$ cat config.mk
export PLATFORM = sky130hd
export DESIGN_NAME = regfile_sb
export DESIGN_NICKNAME = d
export VERILOG_FILES = /design/src/rtl/regfile_sb.sv
export SDC_FILE = /design/constraint.sdc
export NUM_CORES = 2
export LEC_CHECK = 0
export CAP_MARGIN = 20
export CORE_MARGIN = 3
export CORE_UTILIZATION = 35
export CTS_BUF_LIST = sky130_fd_sc_hd__clkbuf_4 sky130_fd_sc_hd__clkbuf_8 sky130_fd_sc_hd__clkbuf_16
export CTS_CLUSTER_DIAMETER = 80
export DETAILED_ROUTE_END_ITERATION = 6
export GPL_ROUTABILITY_DRIVEN = 0
export PLACE_DENSITY = 0.49
export SYNTH_ARGS = -nofsm -noshare
export SYNTH_HDL_FRONTEND = slang
export SYNTH_SLANG_ARGS = --single-unit
export TNS_END_PERCENT = 30
$ cat constraint.sdc
create_clock -name clk -period 8.5 [get_ports clk]
set_clock_uncertainty 0.15 [all_clocks]
set_input_delay 1.7 -clock clk [delete_from_list [all_inputs] [get_ports clk]]
set_output_delay 1.7 -clock clk [all_outputs]
set_load 0.01 [all_outputs]
$ cat src/rtl/regfile_sb.sv
// Integer register file with a per-register busy scoreboard.
// Feeds registered rs1/rs2 operands to the ALU execute units and accepts
// their rd results on writeback. Reads of registers with an in-flight
// writer are rejected via a combinational stall.
//
// Read handshake: rd_req is the request and !stall is the accept. A read is
// taken only on a posedge where rd_req=1 and stall=0. The operand pair then
// appears on rs1/rs2 on the following cycle, with op_valid pulsed high for
// exactly that one cycle. When a read is rejected, the requester keeps rd_req
// (and its addresses) asserted and retries. rs1/rs2 hold their last values
// whenever op_valid is low.
module regfile_sb #(
    parameter int XLEN = 32,
    parameter int NREG = 32,
    parameter int AW   = 5
) (
    input  logic            clk,
    input  logic            rst,
    input  logic            rd_req,
    input  logic [AW-1:0]   rs1_addr,
    input  logic [AW-1:0]   rs2_addr,
    output logic [XLEN-1:0] rs1,
    output logic [XLEN-1:0] rs2,
    output logic            op_valid,
    output logic            stall,
    input  logic            issue_en,
    input  logic [AW-1:0]   issue_addr,
    input  logic            wb_en,
    input  logic [AW-1:0]   wb_addr,
    input  logic [XLEN-1:0] rd
);

    // Architectural state: one data word and one busy bit per register.
    logic [XLEN-1:0] mem  [NREG];
    logic            busy [NREG];

    // Combinational hazard, forwarding and accept terms.
    logic            haz1;
    logic            haz2;
    logic            rd_accept;
    logic [XLEN-1:0] val1;
    logic [XLEN-1:0] val2;

    // Per-register storage. Register 0 is a constant zero that is never busy,
    // so reads of it cannot stall and writes to it have nowhere to land.
    for (genvar g = 0; g < NREG; g++) begin : g_reg
        if (g == 0) begin : g_zero
            assign mem[g]  = '0;
            assign busy[g] = 1'b0;
        end else begin : g_live
            logic hit_wb;
            logic hit_issue;

            assign hit_wb    = wb_en    && (wb_addr    == AW'(g));
            assign hit_issue = issue_en && (issue_addr == AW'(g));

            // Data word: cleared on reset, written by writeback.
            always_ff @(posedge clk) begin
                if (rst) begin
                    mem[g] <= '0;
                end else if (hit_wb) begin
                    mem[g] <= rd;
                end
            end

            // Busy bit: issue sets, writeback clears. Issue is checked first
            // so a new writer dispatched as the old one retires stays pending.
            always_ff @(posedge clk) begin
                if (rst) begin
                    busy[g] <= 1'b0;
                end else if (hit_issue) begin
                    busy[g] <= 1'b1;
                end else if (hit_wb) begin
                    busy[g] <= 1'b0;
                end
            end
        end
    end

    // Hazard detection: a pending register blocks a read unless its
    // writeback is arriving this very cycle. Issues made this cycle only
    // take effect from the next cycle, through the busy register.
    always_comb begin
        haz1      = busy[rs1_addr] && !(wb_en && (wb_addr == rs1_addr));
        haz2      = busy[rs2_addr] && !(wb_en && (wb_addr == rs2_addr));
        stall     = rd_req && (haz1 || haz2);
        rd_accept = rd_req && !stall;
    end

    // Operand values with write-through forwarding of a same-cycle writeback.
    // Address 0 falls through to mem[0], which is tied to zero.
    always_comb begin
        val1 = mem[rs1_addr];
        val2 = mem[rs2_addr];
        if (wb_en && (wb_addr == rs1_addr) && (rs1_addr != '0)) begin
            val1 = rd;
        end
        if (wb_en && (wb_addr == rs2_addr) && (rs2_addr != '0)) begin
            val2 = rd;
        end
    end

    // Operand register: capture on an accepted read and pulse op_valid.
    // Otherwise hold the operands and drop op_valid.
    always_ff @(posedge clk) begin
        if (rst) begin
            rs1      <= '0;
            rs2      <= '0;
            op_valid <= 1'b0;
        end else if (rd_accept) begin
            rs1      <= val1;
            rs2      <= val2;
            op_valid <= 1'b1;
        end else begin
            op_valid <= 1'b0;
        end
    end

endmodule

==> impl_metrics.yaml <==
outcome:
  outcome: "finished, final reports clean"
placed_design:
  place_ws_ns: 2.030
  io_buffers: 122
  hpwl_um: 136800
yosys:
  syn_inst: 6451
  synth_cell_type_count: 51
  synth_nets: 6508
  synth_edf_count: 0
  async_flop_share_pct: 0
  ys_ff_latch: 1088
  syn_avg_cell_area_um2: 8.593
  syn_area_um2: 55430
  synth_seq_area_share_pct: 39.29
  synth-main-ff-cell: "dfxtp_1"
  ys_warn_count: 0
worst_setup_path:
  cpPeakStageDelay_ns: 0.63
  cp.required_ns: 6.65
  crit_path_max_fanout: 49
  critPathMostFrequentCell: "clkdlybuf4s50_1"
  critPathLaunchType: "input port"
  worstRegToRegCells: 8
  critical_path_arrival_ns: 4.63
  path_class: "in -> out"
  crit_path_end_kind: "output port"
  cp_slowest_cell: "inv_6"
  cp_cell_sequence: "clkdlybuf4s50_1, inv_6, o221ai_1, a21oi_1, o21bai_1, a31oi_4, nor2_1, clkdlybuf4s50_1"
die:
  start_util_pct: 35.36
  die_w_um: 404.0
  die_h_um: 404.0
  ioPinCount: 123
  coreArea_um2: 156800
  die-area_um2: 163200
  rows: 145
sta:
  min_period_ns: 6.480
  rsz0062_at_grt: "false"
  worstMarginPinSlew_ns: 1.149
  setup_viol: 0
  relSlewSlack_pct: 23.43
  fin_setup_tns_ns: 0
  fmax_ghz: 0.1543
  worst_slack_ns: 2.020
  post-route-period-util_pct: 76.24
  finalHoldViolations: 0
  final_max_slew_viol_count: 0
layout:
  nets: 6220
  areaGrowthSynthToFinish_pct: 12.36
  drive_gt1_share_pct: 16.54
  final_cell_mix: "2037 x nand2_1, 1097 x a21oi_1, 1088 x dfxtp_1, 396 x mux4_2, 167 x mux2i_1"
  final_common_cell: "nand2_1"
routing:
  via_per_inst: 6.057
  first_pass_iters: 5
  drtIter0Drc: 6420
  wl_per_cell_um: 29.54
  via_count: 50410
  route.detailed.drc: 0
  wl_um: 245900
  ant_nets: 0
clock_tree:
  cts.sinks: 1088
  cts_max_level: 4
  clock_latency_ns: 0.79
  path_clk_slew_ns: 0.06
  cts_resized: 0
  clock_path_buffers: 3
  clockRootBuffer: "clkbuf_16"
  hold_buffers: 0
  numCtsBuffers: 131
  cts_tree: "built"
  cts_setup_buffers: 0
flow_run:
  timing.max_cap.violations: 0
grt:
  grt_max_degree: 182
  grt_pass1_vias: 46690
  grt_usage_pct: 29.30
  antenna_found_initial: 7
  grt_first_pass_wirelength_um: 349300
  grt-ovfl-total: 0
power:
  power_density_nw_per_um2: 193.3
  leakage_nw: 20.15
  irDropWorstVdd_uv: 174.0
hold_path:
  hold_class: "reg -> reg"
  min_path_cells: 2
final cells by class:
| type | count | area, um2 |
|---|---|---|
| multi-input cells | 4664 | 31190 |
| repair buffers | 271 | 2409 |
| flip-flops and latches | 1088 | 21780 |
| inverters | 7 | 32.53 |
| clock inverters | 31 | 289.0 |
| well taps | 2058 | 2575 |
| diodes | 5 | 12.51 |
| fillers | 15640 | 94470 |
| clock buffers | 198 | 3990 |
through the flow:
step	instances	instance area (um2)	hold slack [ns]	total power, mW	utilization (%)
3_5_place_dp	8088	57990	0.3070	6.435	37.00
4_1_cts	8317	62270	0.3143	12.09	39.73
5_1_grt	8318	62270	0.3273	12.33	39.73
2_1_floorplan	6451	55430	0.2924	5.980	-
3_3_place_gp	8088	57990	0.2990	6.432	37.00
6_report	8322	62280	0.3125	12.04	39.73
synth_stat cells, types with 13 or more instances:
library cell  number  area [um2]
a21o_1            19       142.6
a21oi_1         1097        5490
a221o_1           29       290.3
a221oi_1          97       849.6
a22oi_1           57       427.9
buf_1             25       93.84
buf_2             63       315.3
buf_4             21       157.7
clkbuf_1         568        2132
dfxtp_1         1088       21780
mux2_2           131        1475
mux2i_1          167        1672
mux4_2           396        8919
nand2_1         2061        7736
nand3_1           78       390.4
nor2_1           128       480.5
nor2b_1           59       369.1
nor3_1            58       290.3
o211ai_1          23       172.7
o21ai_0          101       505.5
o221ai_1          47       411.6
o22ai_1           13       81.33
o41ai_2           38       618.1
where the power goes:
part	internal (mW)	switching, mW
clock network	3.31	2.38
registers	5.16	0.0594
logic	0.336	0.797
total	8.80	3.24
routing by layer:
| metal | part of all wire, % | vias up | GRT usage [%] | wire length (um) |
|---|---|---|---|---|
| li1 | - | 22110 | - | - |
| met1 | 41 | 24990 | 40.57 | 101900 |
| met2 | 43 | 2800 | 43.91 | 106800 |
| met3 | 10 | 507 | 5.933 | 24990 |
| met4 | 5.0 | 0 | 13.52 | 12170 |
| met5 | 0 | - | 0.2379 | 0 |
cells by family (layout without fill, tap and decap cells):
logic type | Yosys count | in the layout | synth area share (%)
XOR/XNOR | 10 | 10 | 0.1580
multiplexers | 695 | 695 | 21.79
flip-flops | 1088 | 1088 | 39.29
AO/OA/AOI/OAI | 1548 | 1548 | 16.63
other | 0 | 5 | 0
buffers and inverters | 699 | 507 | 5.097
AND/OR/NAND/NOR | 2411 | 2411 | 17.03
registers in the layout (all words and copies together), names as in the netlist:
name and count:
rs2 32, busy 31, mem 992, op_valid 1
rs1 32
critical path: cells and delay by family:
family | cells | cell delay, ns
simple gates | 1 | 0.18
compound gates | 4 | 0.90
buf+inv | 3 | 1.82
path summary, 6_finish.rpt:
| path | slack (ns) | to | from |
|---|---|---|---|
| worst max-delay path | 2.02 | stall | rs1_addr[3] |
| worst min-delay path | 0.31 | mem[573]$_SDFFE_PP0P_ | mem[573]$_SDFFE_PP0P_ |
| worst max register to register | 5.50 | rs2[26]$_SDFFE_PP0P_ | busy[22]$_SDFFE_PP0P_ |
| worst min register to register | 0.31 | mem[573]$_SDFFE_PP0P_ | mem[573]$_SDFFE_PP0P_ |
(Power assumes the default switching activity.)
